## src/rtl/uart_pkg.sv

```systemverilog
// Shared constants for the UART receive buffer: default word/depth sizes and the level-width helper.
// Purely combinational declarations; no timing or backpressure of its own.
package uart_pkg;

  localparam int DefWdata = 8;
  localparam int DefDepth = 16;

  // Level counter must represent 0..Depth inclusive, hence one bit beyond the pointer width.
  function automatic int level_w(input int depth);
    return $clog2(depth) + 1;
  endfunction

endpackage

```

## src/rtl/uart_fifo_ram.sv

```systemverilog
// Depth x Wdata storage with a synchronous write port and an asynchronous (show-ahead) read port.
// Write lands at the clock edge; read is combinational; no flow control and no reset.
module uart_fifo_ram
  import uart_pkg::*;
#(
  parameter int Wdata = DefWdata,
  parameter int Depth = DefDepth
) (
  input  logic                     clk_i,
  input  logic                     we_i,
  input  logic [$clog2(Depth)-1:0] waddr_i,
  input  logic [Wdata-1:0]         wdata_i,
  input  logic [$clog2(Depth)-1:0] raddr_i,
  output logic [Wdata-1:0]         rdata_o
);

  logic [Wdata-1:0] mem_q [Depth];

  always_ff @(posedge clk_i) begin
    if (we_i) begin
      mem_q[waddr_i] <= wdata_i;
    end
  end

  assign rdata_o = mem_q[raddr_i];

endmodule

```

## src/rtl/uart_rx_fifo.sv

```systemverilog
// Show-ahead RX FIFO: pushes on the receiver strobe, words visible the cycle after the push; drops and flags overrun when full.
// Pop on rvalid & rready; optional idle timeout built only with UART_RXFIFO_TIMEOUT_EN.
module uart_rx_fifo
  import uart_pkg::*;
#(
  parameter int Wdata    = DefWdata,
  parameter int Depth    = DefDepth,
  parameter int Thresh   = 8,
  parameter int Ntimeout = 40000
) (
  input  logic                        clk_i,
  input  logic                        rst_ni,
  input  logic [Wdata-1:0]            din_i,
  input  logic                        dint_i,
  output logic [Wdata-1:0]            rdata_o,
  output logic                        rvalid_o,
  input  logic                        rready_i,
  output logic [level_w(Depth)-1:0]   level_o,
  output logic                        full_o,
  output logic                        irq_o,
  output logic                        ovr_o,
  input  logic                        ovr_clr_i,
  output logic                        tout_o
);

  localparam int PW = $clog2(Depth);
  localparam int LW = level_w(Depth);

  if (Depth < 2 || Depth > 256 || (Depth & (Depth - 1)) != 0) begin : g_bad_depth
    $error("uart_rx_fifo: Depth must be a power of two in 2..256");
  end
  if (Thresh < 1 || Thresh > Depth) begin : g_bad_thresh
    $error("uart_rx_fifo: Thresh must be in 1..Depth");
  end
  if (Ntimeout < 1) begin : g_bad_ntimeout
    $error("uart_rx_fifo: Ntimeout must be at least 1");
  end

  logic [PW-1:0] wp_q, wp_d, rp_q, rp_d;
  logic [LW-1:0] level_q, level_d;
  logic          ovr_q, ovr_d;
  logic          push, pop, drop;

  assign rvalid_o = (level_q != '0);
  assign full_o   = (level_q == LW'(Depth));
  assign irq_o    = (level_q >= LW'(Thresh));
  assign level_o  = level_q;
  assign ovr_o    = ovr_q;

  // A full FIFO still accepts a push when the same cycle pops, so only a non-popping full push drops.
  assign pop  = rvalid_o & rready_i;
  assign push = dint_i & (~full_o | pop);
  assign drop = dint_i & full_o & ~pop;

  always_comb begin
    wp_d    = wp_q;
    rp_d    = rp_q;
    level_d = level_q;
    ovr_d   = ovr_q;
    if (push) wp_d = wp_q + 1'b1;
    if (pop)  rp_d = rp_q + 1'b1;
    if (push && !pop)      level_d = level_q + 1'b1;
    else if (pop && !push) level_d = level_q - 1'b1;
    if (ovr_clr_i) ovr_d = 1'b0;
    if (drop)      ovr_d = 1'b1;
  end

  always_ff @(posedge clk_i or negedge rst_ni) begin
    if (!rst_ni) begin
      wp_q    <= '0;
      rp_q    <= '0;
      level_q <= '0;
      ovr_q   <= 1'b0;
    end else begin
      wp_q    <= wp_d;
      rp_q    <= rp_d;
      level_q <= level_d;
      ovr_q   <= ovr_d;
    end
  end

  uart_fifo_ram #(
    .Wdata(Wdata),
    .Depth(Depth)
  ) u_ram (
    .clk_i  (clk_i),
    .we_i   (push),
    .waddr_i(wp_q),
    .wdata_i(din_i),
    .raddr_i(rp_q),
    .rdata_o(rdata_o)
  );

`ifdef UART_RXFIFO_TIMEOUT_EN
  localparam int TW = $clog2(Ntimeout + 1);

  logic [TW-1:0] idle_q, idle_d;

  always_comb begin
    idle_d = idle_q;
    if (push || pop || level_q == '0) idle_d = '0;
    else if (idle_q != TW'(Ntimeout)) idle_d = idle_q + 1'b1;
  end

  always_ff @(posedge clk_i or negedge rst_ni) begin
    if (!rst_ni) idle_q <= '0;
    else         idle_q <= idle_d;
  end

  assign tout_o = (idle_q == TW'(Ntimeout)) & rvalid_o;
`else
  assign tout_o = 1'b0;
`endif

endmodule

```

## config.mk

```make
export PLATFORM = sky130hd
export DESIGN_NAME = uart_rx_fifo
export DESIGN_NICKNAME = d
export VERILOG_FILES = /design/src/rtl/uart_pkg.sv /design/src/rtl/uart_fifo_ram.sv /design/src/rtl/uart_rx_fifo.sv
export SDC_FILE = /design/constraint.sdc
export NUM_CORES = 1
export LEC_CHECK = 0
export CAP_MARGIN = 40
export CELL_PAD_IN_SITES_DETAIL_PLACEMENT = 1
export CELL_PAD_IN_SITES_GLOBAL_PLACEMENT = 1
export CORE_MARGIN = 1.5
export CORE_UTILIZATION = 50
export DETAILED_ROUTE_END_ITERATION = 8
export HOLD_SLACK_MARGIN = 0.06
export PLACE_DENSITY = 0.86
export SYNTH_ARGS = -nofsm -noshare
export SYNTH_HDL_FRONTEND = slang
export SYNTH_SLANG_ARGS = --single-unit
```

## constraint.sdc

```tcl
create_clock -name clk_i -period 2.9 [get_ports clk_i]
set_input_delay 0.58 -clock clk_i [delete_from_list [all_inputs] [get_ports clk_i]]
set_output_delay 0.58 -clock clk_i [all_outputs]
set_load 0.01 [all_outputs]
```

**Yosys cells after proc, flatten, opt, wreduce, memory -nomap -nowiden**

Memory sizes are Yosys's and may differ from the RTL's.
Cells that the tools add are included.

- Bits in writable memories: 128
- Memories kept: 1
- Input port bits: 13
- Word-level logic and storage cells: 31
- Register bits after elaboration: 14

Memory list:

| name | depth | width | read ports | clocked after Yosys merged registers in | wr ports | RTL line | RTL |
|---|---|---|---|---|---|---|---|
| u_ram.mem_q | 16 | 8 | 1 | 0 | 1 | uart_fifo_ram.sv:17 | `logic [Wdata-1:0] mem_q [Depth];` |

- Magnitude comparators: 1
- Equal/unequal tests: 1
- Mux-type cells: 6
- $add $sub $neg: 4
- Bitwise operators: 7
- Reductions and logical operators: 7

Operators by type and width:

| cell | number |
|---|---|
| two-way mux 5 bit | 2 |
| adder 4 x 1 -> 4 bit (second input constant) | 2 |
| adder 5 x 1 -> 5 bit (second input constant) | 1 |
| equality test 5 bit (second input constant) | 1 |
| greater-or-equal comparator 5 x 4 -> 1 bit (second input constant) | 1 |
| nonzero test 5 bit | 1 |
| subtractor 5 x 1 -> 5 bit (second input constant) | 1 |
| AND 1 bit | 4 |
| two-way mux 1 bit | 4 |
| nonzero test 2 bit | 2 |
| logical AND 1 bit | 2 |
| logical NOT 1 bit | 2 |
| inverter 1 bit | 2 |
| bitwise OR 1 bit | 1 |

**Longest topological paths before layout**

Gate-level depths: netlist (run 1).

- Word-level depth: 8
- Mapped depth: 10

**Hierarchy**

A second synthesis (run 1) with hierarchy kept.

- Cell total of the unflattened synthesis: 299
- Area, all modules: 5,838.1 sq um

By module, submodules not included:

| module | area an instance (sq um) | times used | seq. area each (sq um) | cells an instance |
|---|---|---|---|---|
| uart_fifo_ram | 4,987.3 | 1 | 3,843.7 | 221 |
| uart_rx_fifo | 850.8 | 1 | 350.3 | 78 |

**Worst setup path after synthesis (run 1)**

Ideal clock, no wire load.

- Kind: reg2reg
- From: register level_q[0], in the netlist level_o[0]
- To: register level_q[4], in the netlist level_o[4]
- Path buffers: 0
- Slack: 312 ps
- Data required time: 2,820 ps
- Period minus slack after synthesis: 2,588 ps
- Data arrival time: 2,508 ps
- Library setup time: 80 ps
- Stages on the path, launching flop included: 11
- Cell sequence: dfrtp_1 > nor4_4 > nand2b_1 > nand2_2 > ha_1 > inv_1 > fa_1 > a21o_1 > a21oi_1 > mux2i_1 > xnor2_1

- Word-level cells in the longest chain between the ends: 7

Ends and longest elaborated chain:

| element | RTL line | RTL |
|---|---|---|
| start, declared | uart_rx_fifo.sv:40 | `logic [LW-1:0] level_q, level_d;` |
| start signal, assigned | uart_rx_fifo.sv:77 | `level_q <= level_d;` |
| nonzero test 5 bit * | uart_rx_fifo.sv:44 | `assign rvalid_o = (level_q != '0);` |
| net rvalid_o | uart_rx_fifo.sv:16 | `output logic rvalid_o,` |
| AND 1 bit * | uart_rx_fifo.sv:51 | `assign pop = rvalid_o & rready_i;` |
| bitwise OR 1 bit | uart_rx_fifo.sv:52 | `assign push = dint_i & (~full_o \| pop);` |
| AND 1 bit | uart_rx_fifo.sv:52 |  |
| logical NOT 1 bit | uart_rx_fifo.sv:63 | `else if (pop && !push) level_d = level_q - 1'b1;` |
| logical AND 1 bit | uart_rx_fifo.sv:63 |  |
| nonzero test 2 bit (no line) | n/a |  |

The timed path passes the listed nets; every way through them passes the cells marked *. The select of a mux whose other input is x is not followed.
A chain may end at the register's enable or synchronous reset.

**Final worst setup path (run 1)**

- From: register rp_q[0]
- To: output rdata_o[4]

- Word-level cells in the longest chain between the ends: 1

Ends and longest elaborated chain:

| element | RTL line | RTL |
|---|---|---|
| start, declared | uart_rx_fifo.sv:39 | `logic [PW-1:0] wp_q, wp_d, rp_q, rp_d;` |
| start signal, assigned | uart_rx_fifo.sv:76 | `rp_q <= rp_d;` |
| memory read (16 x 8 bit) | n/a |  |
| end, declared | uart_rx_fifo.sv:15 | `output logic [Wdata-1:0] rdata_o,` |

Every way passes these cells.

==> results of run 1 <==
## routing by layer
layer	vias up	wire (µm)	global-route usage, %
met5	-	0	0
met2	159	8010	43.7
met1	1750	6150	33.8
met3	38	895	7.08
met4	0	430	11.1
li1	1432	-	-
## synth_stat cells (2+ instances only)
master,n,area [µm²]
ha_1,9,113
mux2i_1,33,330
clkbuf_1,3,11.3
nor2_1,14,52.6
buf_1,2,7.51
dfrtp_1,14,350
buf_6,5,56.3
a22oi_1,8,60.1
a21o_1,2,15.0
nand2_2,2,12.5
buf_4,4,30.0
nand2b_1,3,18.8
mux4_2,16,360
nand4_1,2,12.5
inv_1,8,30.0
nand2_1,16,60.1
a221oi_2,10,150
buf_2,3,15.0
a21oi_1,2,10.0
a221oi_1,6,52.6
o21ai_0,10,50.1
nor3_1,4,20.0
edfxtp_1,128,3840
xnor2_1,9,78.8
## kinds of logic (layout without fill, tap and decap cells)
logic type | after synthesis | in the layout | share of synthesized area (%)
xor+xnor | 10 | 10 | 1.49
mux | 51 | 51 | 12.1
flops | 142 | 142 | 71.1
buf+inv | 26 | 110 | 2.88
compound gates | 41 | 41 | 6.32
fa+ha+maj | 10 | 10 | 2.25
other cells | 1 | 1 | 0.0636
simple gates | 46 | 46 | 3.80
## cell type report
| class | instances | area (µm²) | area share (%) |
|---|---|---|---|
| inverters | 8 | 30.0 | 0.412 |
| flip-flops and latches | 142 | 4200 | 57.5 |
| well taps | 143 | 179 | 2.45 |
| repair buffers | 70 | 643 | 8.82 |
| clock inverters | 15 | 175 | 2.40 |
| multi-input cells | 159 | 1640 | 22.5 |
| clock buffers | 17 | 425 | 5.83 |
## registers in the layout, summed over array words and instances, names as in the netlist
signal       cells
rp_q             4
u_ram.mem_q    128
ovr_o            1
level_o          5
wp_q             4
## worst max path at each step
stage / startpoint / to / slack, ns / cells past startpoint
finish: rp_q[0] / rdata_o[4] / -0.005 / 7
global route: rp_q[0] / rdata_o[7] / -0.01 / 7
CTS: rp_q[0] / rdata_o[2] / -0.02 / 7
detailed placement: rready_i / level_o[4] / 0.06 / 10
global placement: rready_i / level_o[4] / 0.17 / 10
floorplan: level_o[0] / level_o[4] / 0.31 / 10
## report_power, final
| part | leakage (nW) | switching, W | internal [W] |
|---|---|---|---|
| Sequential | 1.32 | 0.000247 | 0.00252 |
| Combinational | 1.00 | 0.00168 | 0.00140 |
| Clock | 0.286 | 0.000833 | 0.00142 |
| Total | 2.61 | 0.00276 | 0.00533 |
## repair_timing
action / in CTS / in global routing
endpoints found under the setup margin: 8 / 10
cloned: 2 / 0
pin swaps: 5 / 13
buffers inserted: 9 / 6
hold buffers: 0 / 0
resized for setup: 36 / 19
## placed cells by master, fill, tap and decap left out, drive strengths merged, types with 2 or more instances in the layout
cell type        n
a221oi          16
mux2i           33
xnor2            9
edfxtp         128
clkdlybuf4s50   21
a22oi            8
o21ai           11
buf             45
nand2           18
clkbuf          21
nor2            14
nor3             4
clkinvlp         2
mux2             2
nand4            2
clkinv           8
dfrtp           14
bufinv           4
nand2b           3
inv              9
mux4            16
a21o             2
a21oi            2
ha               9
## critical path: cells and delay by family (launching register included)
family,cells,cell delay (ns)
AO/OA/AOI/OAI,2,0.43
buffers and inverters,3,0.54
flip-flops,1,0.49
multiplexers,1,0.25
AND/OR/NAND/NOR,1,0.18
## through the flow
step	std cells	hold slack (ns)
after global routing	554	0.607
final	554	0.576
after CTS	548	0.574
after floorplan	327	0.284
after global placement	505	0.512
after detailed placement	505	0.546
==> flow_metrics.tcl, run 1 <==
set metrics [dict create \
    irDropWorstVdd_uv 744 \
    finalSetupTns_ns -0.00517 \
    synthFlopType "edfxtp_1" \
    power_density_nw_per_um2 1110 \
    grt_start_max_net_pins 18 \
    clkTransAtPathRegs_ns 0.06 \
    placedInstanceArea_um2 6430 \
    grt_pass1_wl_um 23500 \
    cts-root-buf "clkbuf_16" \
    whs_path_depth 1 \
    setup_viol 1 \
    numPortBuffers 29 \
    r2r-end "level_o[4]" \
    synth_cells 327 \
    nFillCells 972 \
    cp_slowest_cell "dfrtp_2" \
    via_per_inst 6.10 \
    cts_tree "yes" \
    drv_cap 0 \
    setup_ws_ns -0.00517 \
    yosysSeqAreaShare_pct 71.1 \
    num_antenna_cells 0 \
    finish.instance_area_um2 7290 \
    final_nets 421 \
    rows 39 \
    clock-sinks 142 \
    ys_ff_latch 142 \
    violations "negative setup slack" \
    routed_wirelength_um 15500 \
    critical_path_class "flop to output port" \
    leakagePower_nw 2.61 \
    avgRoutedWirePerCell_um 27.9 \
    final_util_pct 63.6 \
    fin_skew_ns 0.0168 \
    area_growth_pct 23.6 \
    worst_setup_path_end_kind "output port" \
    drv_slew 0 \
    dp_hpwl_um 9030 \
    core_area_um2 11500 \
    worstRegToRegCells 10 \
    clkLatencyLatePin_ns 0.44 \
    dr.pass1.iters 5 \
    drc 0 \
    die_area_um2 12500 \
    cts_max_level 4 \
    drive_gt1_share_pct 30.9 \
    grt.overflow.total 0 \
    start_util_pct 51.4 \
    cts_buffers 17 \
    io_pins 31 \
    worstMarginPinSlew_ns 0.742 \
    synth-edff-count 128 \
    postRouteAntennaNets 0 \
    hold_viol_final 0 \
    gp_congestion 0.784 \
    crit_path_max_incr_delay_ns 0.49 \
    total_power_w 0.00809 \
    synthesis.area_um2 5900 \
    rrSetupSlack_ns 0.22 \
    async_flop_share_pct 9.86 \
    syn-mean-instance-area_um2 18.0 \
    min_to "rp_q[2]" \
    required_ns 2.32 \
    crit_chain "buf_4 -> buf_16 -> mux2i_1 -> a221oi_2 -> o21ai_0 -> nand2_1 -> clkbuf_2" \
    place_ws_ns 0.0563 \
    cts_buffer_depth 2 \
    die_x_um 112 \
    first_global_vias 3723 \
    r2r_start "level_o[2]" \
    grt_setup_unrepaired "yes" \
    grt_antenna_before_repair 0 \
    cp-start-kind "flop" \
    synth_warnings 0 \
    status "finished, violations left" \
    hold_class "flop to flop" \
    gr-usage-all-layers_pct 26.6 \
    ys_types 38 \
    max_freq_mhz 344 \
    drtIter0Drc 310 \
    crit_fanout 16 \
    period_minus_slack_ns 2.91 \
    holdCritStartpoint "rp_q[2]" \
    cp.arrival_ns 2.33 \
    min_period_over_period_pct 100 \
    synthesis.nets 350 \
    vias 3379 \
    floorplan.die.height_um 112 \
    slew_headroom_pct 50.4 \
]
Power figures use the tool's default switching activity.
==> inputs of run 2 (changes only) <==
Settings changed: CORE_ASPECT_RATIO set to 1.2.
==> run 2 against run 1 <==
Compared with the run above: the run now ends clean; worst hold slack worse by 0.038 ns; sequential share of layout area up 0.14 points; flip-flop and latch count did not move; worst setup slack improved by 0.065 ns; critical path depth fell by 1; critical path type unchanged.
==> flow_metrics.tcl, run 2 (synthesis results as in run 1) <==
set metrics [dict create \
    grt_start_max_net_pins 19 \
    rrSetupSlack_ns 0.14 \
    die_area_um2 12500 \
    cp.arrival_ns 2.26 \
    routed_wirelength_um 13700 \
    route.met3.wl_um 559 \
    setup_ws_ns 0.0599 \
    final_cell_mix "edfxtp_1 (128), mux2i_1 (33), buf_4 (31)" \
    core_area_um2 11500 \
    final_common_cell "edfxtp_1" \
    required_ns 2.32 \
    final_nets 417 \
    slew_headroom_pct 55.4 \
    r2r_start "level_o[1]" \
    numPortBuffers 29 \
    largest_reg_flops 128 \
    num_antenna_cells 0 \
    startpoint "rp_q[0]" \
    highest_layer "met4" \
    gr-usage-all-layers_pct 24.1 \
    timing.hold.ws_ns 0.538 \
    max_freq_mhz 352 \
    critical_path_class "flop to output port" \
    worst_setup_path_end_kind "output port" \
    power_density_nw_per_um2 1080 \
    cts_tree "yes" \
    first_global_vias 3505 \
    dr.pass1.iters 4 \
    dr_wl_met2_um 7410 \
    drv_slew 0 \
    max_flop_register "u_ram.mem_q" \
    gp_congestion 0.759 \
    placedInstanceArea_um2 6450 \
    crit_fanout 8 \
    finalSetupTns_ns 0 \
    crit_path_max_incr_delay_ns 0.52 \
    floorplan.die.height_um 122 \
    clkTransAtPathRegs_ns 0.06 \
    irDropWorstVdd_uv 610 \
    avgRoutedWirePerCell_um 24.4 \
    cts-root-buf "clkbuf_16" \
    hold_buffers 0 \
    hold_viol_final 0 \
    nFillCells 1056 \
    worstMarginPinSlew_ns 0.667 \
    regArea_um2 4200 \
    cts_max_level 4 \
    die_x_um 102 \
    crit_buf_inv 3 \
    wl_met1_um 5500 \
    crit_family "buffers and inverters" \
    clock-sinks 142 \
    leakagePower_nw 2.62 \
    setup_viol 0 \
    rows 43 \
    dp_hpwl_um 8500 \
    fin_skew_ns 0.00902 \
    grt_antenna_before_repair 0 \
    min_period_over_period_pct 97.9 \
    drv_cap 0 \
    grt.overflow.total 0 \
    postRouteAntennaNets 0 \
    place_ws_ns 0.0485 \
    cp-start-kind "flop" \
    io_pins 31 \
    cts_buffer_depth 2 \
    finish.instance_area_um2 7270 \
    hold_class "flop to flop" \
    area_growth_pct 23.3 \
    drive_gt1_share_pct 27.1 \
    cp_slowest_cell "mux4_2" \
    via_per_inst 5.68 \
    period_minus_slack_ns 2.84 \
    status "completed" \
    grt_pass1_wl_um 21100 \
    cts_buffers 17 \
    start_util_pct 51.2 \
    drtIter0Drc 267 \
    vias 3199 \
    drc 0 \
    clkLatencyLatePin_ns 0.41 \
    multiInputGateArea_um2 1590 \
    holdCritStartpoint "ovr_o" \
    crit_chain "buf_6 -> buf_12 -> mux4_2 -> a22oi_1 -> nand2_1 -> dlygate4sd2_1" \
]
[run 2: changes by cell type in the layout (fill, tap and decap cells not counted), sizes merged]
cell / previous run / this run
buf: 45 / 36
bufbuf: 0 / 1
clkbuf: 21 / 18
clkdlybuf4s15: 0 / 1
clkinv: 8 / 4
dlygate4sd2: 0 / 7
inv: 9 / 11
[run 2: layout make-up]
class | count | share of cell area [%]
sequential | 142 | 57.7
inverter | 8 | 0.413
clock inverter | 13 | 2.58
timing repair buffer | 66 | 8.88
multi-input combinational | 159 | 21.8
tap | 157 | 2.70
clock buffer | 18 | 5.90
[run 2: worst reg2reg max path, stage by stage, from the launching register on]
cell      delay, ns
dfrtp_1        0.46
nor4_4         0.34
nand2b_1       0.16
nand2_2        0.14
ha_1           0.18
inv_1          0.12
fa_1           0.43
a21o_1         0.18
a21oi_1        0.22
mux2i_1        0.28
xnor2_1        0.16
[run 2: final timing paths]
kind | cells past startpoint | end
worst max-delay path | 6 | rdata_o[0]
worst min-delay path | 2 | ovr_o
worst max register to register | 10 | level_o[4]
worst min register to register | 2 | ovr_o
max in group asynchronous | 1 | rp_q[0]
min in group asynchronous | 1 | level_o[3]
[run 2: power by group]
group | internal [W] | switching, W | total [W]
registers | 0.00252 | 0.000215 | 0.00273
clock network | 0.00144 | 0.000825 | 0.00226
logic | 0.00135 | 0.00149 | 0.00284
[run 2: repair_timing]
action,4_1_cts,5_1_grt
endpoints found under the setup margin,8,5
buffers inserted,6,5
resized for setup,18,3
pin swaps,7,3
cloned,2,0
[run 2: metrics by stage]
stage                     util (%)  std cells  power, W
final                         63.2        563   0.00784
after global placement        56.0        519   0.00513
after floorplan                  -        327   0.00439
after CTS                     62.8        558   0.00782
after detailed placement      56.0        519   0.00529
after global routing          63.2        563   0.00815
[run 2: metal layers]
metal  track usage [%]  vias to the layer above
li1                  -                     1426
met1              30.2                     1662
met2              40.1                       90
met3              5.68                       21
met4              10.3                        0
met5                 0                        -
==> inputs of run 3 (changes only) <==
Settings changed: CTS_BUF_LIST set to sky130_fd_sc_hd__clkbuf_4 sky130_fd_sc_hd__clkbuf_8, REMOVE_ABC_BUFFERS set to 1.
==> run 3 against run 2 <==
Compared with the run above: the run now ends with negative setup slack left; count of clock-buffer cells in the layout down 1; critical path depth unchanged; via count up 4.9%; worst hold slack better by 0.0029 ns; clock power down 33%; power down 6.4%; die area unchanged; sequential share of layout area up 1.3 points; worst setup slack worse by 0.082 ns; largest cell class unchanged; highest routed layer unchanged.
==> flow_metrics.tcl, run 3 (synthesis results as in run 1) <==
set metrics [dict create \
    finalSetupTns_ns -0.0401 \
    final-instance-count-excl-fill 568 \
    clkTransAtPathRegs_ns 0.09 \
    drtIter0Drc 300 \
    cp.arrival_ns 2.34 \
    grt_pass1_wl_um 21200 \
    period_minus_slack_ns 2.92 \
    min_period_over_period_pct 101 \
    grt_start_max_net_pins 18 \
    vias 3356 \
    routed_wirelength_um 15100 \
    hold_viol_final 0 \
    drc 0 \
    status "finished, violations left" \
    gp_congestion 0.793 \
    avgRoutedWirePerCell_um 26.5 \
    dp_hpwl_um 9050 \
    die_x_um 102 \
    cts_buffers 17 \
    worstMarginPinSlew_ns 0.688 \
    cts_tree "yes" \
    drive_gt1_share_pct 29.7 \
    grt.overflow.total 0 \
    area_growth_pct 20.5 \
    max_flop_register "u_ram.mem_q" \
    nFillCells 1036 \
    floorplan.die.height_um 122 \
    regArea_um2 4200 \
    crit_chain "buf_4 -> buf_12 -> mux4_2 -> a22oi_2 -> nand2_1 -> clkdlybuf4s15_1" \
    via_per_inst 5.91 \
    drv_slew 0 \
    setup_viol 3 \
    violations "negative setup slack" \
    power_density_nw_per_um2 1030 \
    io_pins 31 \
    setup_ws_ns -0.0223 \
    final_nets 421 \
    placedInstanceArea_um2 6480 \
    timing.hold.ws_ns 0.540 \
    final_cell_mix "edfxtp_1 (128), mux2i_1 (33), buf_4 (33)" \
    slew_headroom_pct 54.0 \
    cts_buffer_depth 2 \
    crit_path_max_incr_delay_ns 0.52 \
    leakagePower_nw 2.55 \
    num_antenna_cells 0 \
    clkLatencyLatePin_ns 0.46 \
    finish.instance_area_um2 7110 \
    dr.pass1.iters 5 \
    max_freq_mhz 342 \
    numPortBuffers 29 \
    postRouteAntennaNets 0 \
    gr-usage-all-layers_pct 24.2 \
    die_area_um2 12500 \
    cts-root-buf "clkbuf_8" \
    irDropWorstVdd_uv 646 \
    cp_slowest_cell "mux4_2" \
    start_util_pct 51.2 \
    fin_skew_ns 0.0134 \
    cts_max_level 4 \
    hold_buffers 0 \
    grt_antenna_before_repair 0 \
    drv_cap 0 \
    crit_fanout 6 \
    rows 43 \
    required_ns 2.32 \
    cp-start-kind "flop" \
    worst_setup_path_end_kind "output port" \
    hold_class "primary input to asynchronous set/reset pin" \
    critical_path_class "flop to output port" \
    core_area_um2 11500 \
    total_power_w 0.00734 \
    first_global_vias 3640 \
    largest_reg_flops 128 \
    clock-sinks 142 \
    final_common_cell "edfxtp_1" \
    dp.cells 523 \
    multiInputGateArea_um2 1620 \
]
-- run 3: cell type report --
type	count	area share [%]
sequential	142	59.0
multi-input combinational	159	22.8
timing repair buffer	70	9.68
clock buffer	17	3.29
tap	157	2.76
clock inverter	15	1.92
inverter	8	0.475
-- run 3: final timing paths --
kind | startpoint | endpoint | slack (ns) | cells past startpoint
worst max-delay path | rp_q[0] | rdata_o[7] | -0.02 | 6
worst min-delay path | rst_ni | rp_q[1] | 0.54 | 1
worst max register to register | level_o[1] | level_o[4] | 0.08 | 10
worst min register to register | rp_q[2] | rp_q[2] | 0.56 | 1
max in group asynchronous | rst_ni | rp_q[0] | 1.87 | 1
min in group clk_i | rp_q[2] | rp_q[2] | 0.56 | 1
-- run 3: per-stage QoR --
stage | setup WS (ns) | util [%]
2_1_floorplan | -0.451 | -
3_3_place_gp | 0.143 | 56.3
3_5_place_dp | 0.0398 | 56.3
4_1_cts | -0.183 | 60.7
5_1_grt | -0.0818 | 61.7
6_report | -0.0223 | 61.7
-- run 3: routing by layer --
layer | part of all wire [%] | up-vias | track usage (%)
met4 | 2.1 | 0 | 10.6
met1 | 39 | 1755 | 30.6
met5 | 0 | - | 0
met2 | 54 | 130 | 40.6
met3 | 4.8 | 32 | 4.70
li1 | - | 1439 | -
-- run 3: timing repair --
item,4_1_cts,5_1_grt
pin swaps,3,9
endpoints found under the hold margin,0,0
gates resized for setup,15,30
cloned,2,0
setup endpoints to repair,9,9
buffers inserted,4,7
-- run 3: where the power goes --
| group | total, W | internal, W | switching, W |
|---|---|---|---|
| combinational | 0.00305 | 0.00145 | 0.00160 |
| sequential | 0.00277 | 0.00251 | 0.000258 |
| clock | 0.00152 | 0.000690 | 0.000825 |
-- run 3: worst max-delay path, delay by kind of cell (launching register included) --
kind | cells | cell delay (ns)
buffers and inverters | 3 | 0.54
muxes | 1 | 0.52
DFF | 1 | 0.48
AOI/OAI and AO/OA | 1 | 0.23
and+or+nand+nor | 1 | 0.13
